==> src/rtl/stream_mux_pkg.sv <==
`default_nettype none
// ============================================================================
// Module      : stream_mux_pkg
// Description : Shared constants for the stream_mux block (mode encoding and
//               statistics counter width).
// Revision    : 1.0 - initial release
// ============================================================================
package stream_mux_pkg;

    localparam logic MODE_FIXED = 1'b0;
    localparam logic MODE_RR    = 1'b1;

    localparam int STATS_W = 16;

endpackage
`default_nettype wire

==> src/rtl/rr_arbiter.sv <==
`default_nettype none
// ============================================================================
// Module      : rr_arbiter
// Description : Fair round-robin arbiter. Searches the request vector from the
//               priority pointer upward with wrap-around; the pointer moves to
//               the slot after the winner only when advance is pulsed.
// Revision    : 1.0 - initial release
// ============================================================================
module rr_arbiter #(
    parameter  int CHANNELS = 4,
    localparam int SEL_W    = $clog2(CHANNELS)
) (
    input  logic                clk,
    input  logic                rst,
    input  logic [CHANNELS-1:0] req,
    input  logic                advance,
    output logic                grant_valid,
    output logic [SEL_W-1:0]    grant_idx
);

    localparam logic [SEL_W:0]   c_chan = (SEL_W+1)'(CHANNELS);
    localparam logic [SEL_W-1:0] c_last = SEL_W'(CHANNELS - 1);

    logic [SEL_W-1:0] ptr_q;
    logic [SEL_W-1:0] ptr_d;
    logic [SEL_W:0]   w_idx;

    // Wrap-around search; offsets are scanned from the far end so the one
    // closest to the pointer is the last to write and therefore wins.
    always_comb begin
        grant_valid = 1'b0;
        grant_idx   = '0;
        w_idx       = '0;
        for (int k = CHANNELS - 1; k >= 0; k--) begin
            w_idx = {1'b0, ptr_q} + k[SEL_W:0];
            if (w_idx >= c_chan) begin
                w_idx = w_idx - c_chan;
            end
            if (req[w_idx[SEL_W-1:0]]) begin
                grant_valid = 1'b1;
                grant_idx   = w_idx[SEL_W-1:0];
            end
        end
    end

    // Pointer moves past the winner only on an accepted round-robin transfer.
    always_comb begin
        ptr_d = ptr_q;
        if (advance) begin
            ptr_d = (grant_idx == c_last) ? '0 : grant_idx + SEL_W'(1);
        end
    end

    // Pointer register.
    always_ff @(posedge clk) begin
        if (rst) begin
            ptr_q <= '0;
        end else begin
            ptr_q <= ptr_d;
        end
    end

endmodule
`default_nettype wire

==> src/rtl/stream_mux.sv <==
`default_nettype none
// ============================================================================
// Module      : stream_mux
// Description : N-channel registered stream multiplexer with valid/ready on
//               every port. Fixed-select or round-robin channel selection
//               feeding a one-entry output register.
//               Optional macro STREAM_MUX_STATS_EN adds per-channel saturating
//               transfer counters on port grant_cnt.
// Revision    : 1.0 - initial release
// ============================================================================
module stream_mux
    import stream_mux_pkg::*;
#(
    parameter  int WIDTH    = 32,
    parameter  int CHANNELS = 4,
    localparam int SEL_W    = $clog2(CHANNELS)
) (
    input  logic                      clk,
    input  logic                      rst,
    input  logic [CHANNELS*WIDTH-1:0] in_data,
    input  logic [CHANNELS-1:0]       in_valid,
    output logic [CHANNELS-1:0]       in_ready,
    input  logic                      mode,
    input  logic [SEL_W-1:0]          sel,
    output logic [WIDTH-1:0]          out_data,
    output logic [SEL_W-1:0]          out_chan,
    output logic                      out_valid,
    input  logic                      out_ready
`ifdef STREAM_MUX_STATS_EN
    ,
    output logic [CHANNELS*STATS_W-1:0] grant_cnt
`endif
);

    logic             out_valid_q, out_valid_d;
    logic [WIDTH-1:0] out_data_q,  out_data_d;
    logic [SEL_W-1:0] out_chan_q,  out_chan_d;

    logic             w_can_load;
    logic             w_fix_valid;
    logic [SEL_W-1:0] w_fix_idx;
    logic             w_rr_valid;
    logic [SEL_W-1:0] w_rr_idx;
    logic             w_grant_valid;
    logic [SEL_W-1:0] w_grant_idx;
    logic             w_transfer;
    logic [WIDTH-1:0] w_sel_data;

    // A new beat may enter when the register is empty or is being drained now.
    assign w_can_load = !out_valid_q || out_ready;

    // Fixed select: compare against every real channel so an out-of-range
    // sel simply matches nothing.
    always_comb begin
        w_fix_valid = 1'b0;
        w_fix_idx   = '0;
        for (int i = 0; i < CHANNELS; i++) begin
            if (sel == SEL_W'(i) && in_valid[i]) begin
                w_fix_valid = 1'b1;
                w_fix_idx   = SEL_W'(i);
            end
        end
    end

    rr_arbiter #(
        .CHANNELS (CHANNELS)
    ) u_rr_arbiter (
        .clk         (clk),
        .rst         (rst),
        .req         (in_valid),
        .advance     (w_transfer && (mode == MODE_RR)),
        .grant_valid (w_rr_valid),
        .grant_idx   (w_rr_idx)
    );

    assign w_grant_valid = (mode == MODE_RR) ? w_rr_valid : w_fix_valid;
    assign w_grant_idx   = (mode == MODE_RR) ? w_rr_idx   : w_fix_idx;
    assign w_transfer    = !rst && w_can_load && w_grant_valid;

    // One-hot ready toward the granted channel only.
    always_comb begin
        in_ready = '0;
        if (w_transfer) begin
            in_ready[w_grant_idx] = 1'b1;
        end
    end

    // Data select for the granted channel.
    always_comb begin
        w_sel_data = '0;
        for (int i = 0; i < CHANNELS; i++) begin
            if (w_grant_idx == SEL_W'(i)) begin
                w_sel_data = in_data[i*WIDTH +: WIDTH];
            end
        end
    end

    // Output register next state: load replaces, pop empties, stall holds.
    always_comb begin
        out_valid_d = out_valid_q;
        out_data_d  = out_data_q;
        out_chan_d  = out_chan_q;
        if (w_transfer) begin
            out_valid_d = 1'b1;
            out_data_d  = w_sel_data;
            out_chan_d  = w_grant_idx;
        end else if (out_ready) begin
            out_valid_d = 1'b0;
        end
    end

    // Output register.
    always_ff @(posedge clk) begin
        if (rst) begin
            out_valid_q <= 1'b0;
            out_data_q  <= '0;
            out_chan_q  <= '0;
        end else begin
            out_valid_q <= out_valid_d;
            out_data_q  <= out_data_d;
            out_chan_q  <= out_chan_d;
        end
    end

    assign out_valid = out_valid_q;
    assign out_data  = out_data_q;
    assign out_chan  = out_chan_q;

`ifdef STREAM_MUX_STATS_EN
    for (genvar gi = 0; gi < CHANNELS; gi++) begin : g_stats
        logic [STATS_W-1:0] cnt_q, cnt_d;

        // Saturating count of beats loaded from this channel.
        always_comb begin
            cnt_d = cnt_q;
            if (w_transfer && w_grant_idx == SEL_W'(gi) && cnt_q != '1) begin
                cnt_d = cnt_q + STATS_W'(1);
            end
        end

        // Counter register.
        always_ff @(posedge clk) begin
            if (rst) begin
                cnt_q <= '0;
            end else begin
                cnt_q <= cnt_d;
            end
        end

        assign grant_cnt[gi*STATS_W +: STATS_W] = cnt_q;
    end
`endif

endmodule
`default_nettype wire

==> config.mk <==
export PLATFORM = sky130hd
export DESIGN_NAME = stream_mux
export DESIGN_NICKNAME = d
export VERILOG_FILES = /design/src/rtl/stream_mux_pkg.sv /design/src/rtl/rr_arbiter.sv /design/src/rtl/stream_mux.sv
export SDC_FILE = /design/constraint.sdc
export NUM_CORES = 1
export LEC_CHECK = 0
export CAP_MARGIN = 0
export CORE_UTILIZATION = 38
export DETAILED_ROUTE_END_ITERATION = 7
export PLACE_DENSITY = 0.94
export SLEW_MARGIN = 15
export SYNTH_ARGS = -nofsm -noshare
export SYNTH_HDL_FRONTEND = slang
export SYNTH_SLANG_ARGS = --single-unit
==> constraint.sdc <==
create_clock -name clk -period 3.3 [get_ports clk]
set_input_delay 0.33 -clock clk [delete_from_list [all_inputs] [get_ports clk]]
set_output_delay 0.33 -clock clk [all_outputs]
set_load 0.02 [all_outputs]
# ---- Word level (Yosys, flattened, before mapping)
# Cells that the tools add are included.
dict set report op_classes {
  order_cmp 10
  reduce_logical 14
  n_shift 0
  addsub 8
  bitwise_logic 0
  n_eq_ne 7
  mul 0
  div_mod_pow 0
  n_mux 39
}
# op n
set op_table {}
lappend op_table {{$mux 32} 4}
lappend op_table {{$mux 2} 12}
lappend op_table {{$mux 1} 17}
lappend op_table {{$lt 2x3->1 const B} 5}
lappend op_table {{$eq 2x2->1 const B} 5}
lappend op_table {{$ge 3x3->1 const B} 3}
lappend op_table {{$bmux 1 s2} 4}
lappend op_table {{$logic_and 1x1->1} 8}
lappend op_table {{$sub 2x1->2 const B} 4}
lappend op_table {{$add 2x2->3 const B} 2}
lappend op_table {{$eq 2x1->1 const B} 2}
lappend op_table {{$logic_not 2->1} 2}
lappend op_table {{$mux 4} 1}
lappend op_table {{$add 2x1->3 const B} 1}
lappend op_table {{$ge 2x3->1 const B} 1}
lappend op_table {{$add 2x1->2 const B} 1}
lappend op_table {{$demux 1 s2} 1}
lappend op_table {{$ge 2x1->1 const B} 1}
lappend op_table {{$logic_not 1->1} 2}
lappend op_table {{$reduce_bool 2->1} 1}
lappend op_table {{$logic_or 1x1->1} 1}
dict set report word_totals {
  ramBits 0
  output_inout_bits 39
  rom_bits 0
  n_memories 0
  wordCells 82
  ff_bits 37
  latch_bits 0
  in_bits 138
}

# ---- Logic depth before layout (Yosys ltp)
dict set report depth {
  ltp_word 15
  mapped_depth 8
  ltp_nobuf 5
}

# ---- Modules after synthesis
# From an unflattened synthesis, not the netlist that was laid out.
dict set report unflattened {
  cells_unflattened 270
  hier_area_um2 2290.9
}
# module seq_area_each_um2 cells_each area_per_inst_um2 instances
set modules_own_cells {}
lappend modules_own_cells {stream_mux 700.7 248 2125.8 1}
lappend modules_own_cells {rr_arbiter 40.0 22 165.2 1}

# ---- Worst setup path before layout
# OpenSTA, ideal clock, no wires.
dict set report synth_timing {
  kind {input to output}
  start {input in_valid[3]}
  end {output in_ready[0]}
  arrival_ns 1.874
  path_slack_ns 1.096
  path_stages 7
  path_buffers 3
  required_ns 2.970
  cell_sequence {nand3b_1 and2_1 buf_2 a31o_1 buf_6 buf_2 nor3_1}
}
dict set report synth_via {
  elab_chain_len 12
  word_cells_on_any_way 28
  cone_classes {order compare: 2; mux: 23; reduce/logical: 3}
}
# element line_no
set synth_rtl {}
lappend synth_rtl {{start: declaration} stream_mux.sv:21} ;# input logic [CHANNELS-1:0] in_valid,
lappend synth_rtl {{$bmux 1 s2} rr_arbiter.sv:39} ;# if (req[w_idx[SEL_W-1:0]]) begin
lappend synth_rtl {{$mux 1 (implied by the code)} rr_arbiter.sv:39}
lappend synth_rtl {{$mux 2 (4 in a row)} rr_arbiter.sv:39}
lappend synth_rtl {{$mux 2} stream_mux.sv:77} ;# assign w_grant_idx = (mode == MODE_RR) ? w_rr_idx : w_fix_idx;
lappend synth_rtl {{$lt 2x3->1 (implied by the code) or $ge 2x1->1 (tied branches)} stream_mux.sv:84} ;# in_ready[w_grant_idx] = 1'b1;
lappend synth_rtl {{$logic_and 1x1->1 (implied by the code)} stream_mux.sv:84}
lappend synth_rtl {{$mux 1 (implied by the code)} stream_mux.sv:84}
lappend synth_rtl {{$demux 1 s2} stream_mux.sv:84}
lappend synth_rtl {{$mux 4 (*)} stream_mux.sv:83} ;# if (w_transfer) begin
lappend synth_rtl {{end: declaration} stream_mux.sv:22} ;# output logic [CHANNELS-1:0] in_ready,
# Mark *: on every way between the ends. The rest lies on a longest branch, timed or not. The select of a mux whose other input is x is not followed.

# ---- Worst setup path after layout
dict set report layout_timing {
  start {input mode}
  end {output in_ready[3]}
}
dict set report layout_via {
  elab_chain_len 6
  word_cells_on_any_way 9
  cone_classes {order compare: 2; mux: 5; reduce/logical: 2}
}
# element line_no
set layout_rtl {}
lappend layout_rtl {{start: declaration} stream_mux.sv:23} ;# input logic mode,
lappend layout_rtl {{$mux 2} stream_mux.sv:77}
lappend layout_rtl {{$lt 2x3->1 (implied by the code) or $ge 2x1->1 (tied branches)} stream_mux.sv:84}
lappend layout_rtl {{$logic_and 1x1->1 (implied by the code)} stream_mux.sv:84}
lappend layout_rtl {{$mux 1 (implied by the code)} stream_mux.sv:84}
lappend layout_rtl {{$demux 1 s2} stream_mux.sv:84}
lappend layout_rtl {{$mux 4 (*)} stream_mux.sv:83}
# Mark *: on every way between the ends. The rest lies on a longest branch, timed or not.

==> impl_metrics.json <==
{
  "ctsHtreeMaxLevel": 2,
  "yosysTopAreaCellShare_pct": 29.34,
  "gr-usage-met3_pct": 7.122,
  "gp_congestion": 0.8709,
  "fp.coreArea_mm2": 0.006386,
  "whs_path_depth": 2,
  "worst_slack_ps": 368.5,
  "clkTransAtPathRegs_ps": 70,
  "postPlaceCellArea_mm2": 0.004347,
  "grt_use_met2_pct": 47.32,
  "yosysTopAreaCell": "dfxtp_1",
  "p_switching_w": 0.0005443,
  "cts_resized": 0,
  "grt.overflow.total": 0,
  "synthFlopType": "dfxtp_1",
  "cp.required_ps": 2970,
  "place_ws_ps": 401.1,
  "ir_drop_mv": 0.2432,
  "ant_nets": 0,
  "timing.rr.end": "out_data[20]$_SDFFE_PP0N_",
  "avgSynthCellArea_um2": 8.798,
  "holdWs_ps": 492.7,
  "drive_gt1_share_pct": 6.167,
  "rows": 29,
  "dr_total_vias": 3066,
  "worstHoldStart": "out_data[0]$_SDFFE_PP0N_",
  "cts_setup_buffers": 0,
  "cp_max_fo": 10,
  "max_cap_violations": 0,
  "post-route-period-util_pct": 88.83,
  "hold_viol_final": 0,
  "postSynthCellCount": 287,
  "r2r_slack_ps": 1150,
  "port_buffers": 176,
  "die_w_um": 83.52,
  "cts.sinks": 37,
  "setup_viol": 0,
  "met1_usage_pct": 27.70,
  "syn-cell-area_mm2": 0.002525,
  "die_area_mm2": 0.006975,
  "insertion_delay_ps": 280,
  "drt-total-wl_mm": 9.061,
  "grt_pass1_wl_mm": 14.36,
  "p_int_w": 0.001085,
  "synthesis.nets": 425,
  "synthTopCellsByArea": "dfxtp_1 29%, mux2i_1 20%, a311oi_1 6.9%",
  "synth.distinct_cells": 40,
  "grtUsageTotal_pct": 25.35,
  "area_delta_synth_final_pct": 75.72,
  "rsz0062_at_grt": "no",
  "cts_tree": "built",
  "stdcell_area_mm2": 0.004437,
  "skew_ps": 6.230,
  "power_density_mw_per_mm2": 367.2,
  "pwr-share-clk_pct": 19.7,
  "n_antenna_cell": 0,
  "wire_per_inst_um": 17.06,
  "start_util_pct": 39.54,
  "fmax_mhz": 341.1,
  "synth_edf_count": 0,
  "yosys_register_bits": 37,
  "cp.arrival_ps": 2600,
  "ys_warn_count": 0,
  "slew_viol_final": 0,
  "vias_per_cell": 5.774,
  "drc_errors": 0,
  "antenna_found_initial": 0,
  "r2r_cells": 6,
  "period_needed_ps": 2932,
  "ys_seq_area_share_pct": 29.34,
  "die_y_um": 83.52,
  "critPathLaunchType": "input pin",
  "p_sw_share_pct": 33.41,
  "hold_path_end": "out_data[0]$_SDFFE_PP0N_",
  "p_seq_share_pct": 34.5,
  "tns_ps": 0,
  "numCtsBuffers": 5,
  "busiest_layer": "met2",
  "layout_common_cells": "176 x clkdlybuf4s50_1, 50 x mux2i_1, 37 x dfxtp_1",
  "layout_commonest_cell": "clkdlybuf4s50_1",
  "cts_root_buf": "clkbuf_8",
  "grt_pass1_vias": 3019,
  "worst_pin_slew_ps": 652.0,
  "place_hpwl_mm": 6.918,
  "cts_buffer_depth": 2,
  "firstDrtPassIters": 4,
  "fin_util_pct": 69.47,
  "hold_class": "reg -> reg",
  "reg2reg_from": "u_rr_arbiter.ptr_q[1]$_SDFFE_PP0P_",
  "max-slew-margin-rel_pct": 56.47,
  "status": "finished clean",
  "fin_nets": 592,
  "critPathKind": "in -> out",
  "p_leak_nw": 1.687,
  "ctsHoldBuffers": 0,
  "comb_power_share_pct": 45.8,
  "grt_max_degree": 38,
  "ios": 177,
  "endpoint_kind": "output port",
  "ys_async_sr_fraction_pct": 0,
  "dr.first_iter.drc_count": 126
}
synthesized netlist by cell type (3+ instances only):
| cell type | n |
|---|---|
| a2111oi_0 | 15 |
| a211oi_1 | 17 |
| a21oi_1 | 21 |
| a311oi_1 | 20 |
| buf_2 | 7 |
| buf_4 | 4 |
| clkbuf_1 | 16 |
| dfxtp_1 | 37 |
| inv_1 | 22 |
| mux2i_1 | 50 |
| nand2_1 | 6 |
| nand2b_1 | 3 |
| nand3_1 | 15 |
| nor2_1 | 7 |
| nor2b_1 | 3 |
| o221ai_1 | 14 |
flip-flops by register name, summed over array words and instances (netlist names):
name	count
u_rr_arbiter.ptr_q	2
out_valid	1
out_data	32
out_chan	2
cell type report:
cell class | count | area [um^2]
tap | 77 | 96.34
clock inverter | 1 | 7.507
sequential | 37 | 740.7
clock buffer | 6 | 82.58
timing repair buffer | 189 | 1859
inverter | 23 | 86.33
fill | 509 | 1949
multi-input combinational | 198 | 1564
layer usage:
metal | vias up | wire [um]
li1 | 1462 | -
met1 | 1411 | 3359
met2 | 177 | 4666
met3 | 16 | 831
met4 | 0 | 203
met5 | - | 0
worst max-delay path, stage by stage:
cell and delay, ps:
clkdlybuf4s50_1 740, nor2b_1 130, a211oi_2 290, and3_1 300, nand2_1 100, nor2_1 100, clkdlybuf4s50_1 620
how the worst max path moves through the flow:
| stage | from | endpoint | slack [ps] | cells past startpoint |
|---|---|---|---|---|
| after floorplan | in_valid[3] | in_ready[0] | 1100 | 7 |
| after global placement | mode | in_ready[3] | 450 | 7 |
| after detailed placement | mode | in_ready[3] | 400 | 7 |
| after CTS | mode | in_ready[3] | 410 | 7 |
| after global routing | mode | in_ready[3] | 270 | 7 |
| final | mode | in_ready[3] | 370 | 7 |
power by group through the flow:
stage | sequential (W) | combinational (W) | clock (W)
3_5_place_dp | 0.000571 | 0.000745 | 0
5_1_grt | 0.000573 | 0.000792 | 0.000358
3_3_place_gp | 0.000568 | 0.000725 | 0
2_1_floorplan | 0.000655 | 0.000275 | 0
4_1_cts | 0.000562 | 0.000747 | 0.000330
6_report | 0.000562 | 0.000747 | 0.000320
cell families after synthesis:
group / after synthesis / synth area share, %
AND/OR/NAND/NOR: 45 / 9.565
buffers and inverters: 52 / 9.266
flip-flops: 37 / 29.34
multiplexers: 50 / 19.82
XOR/XNOR: 1 / 0.3469
AO/OA/AOI/OAI: 102 / 31.67
stage by stage:
step                      cells  power [W]
after floorplan             287  0.0009299
after global placement      524   0.001293
after detailed placement    524   0.001316
after CTS                   531   0.001639
after global routing        531   0.001722
final                       531   0.001629
(Power assumes the default switching activity.)
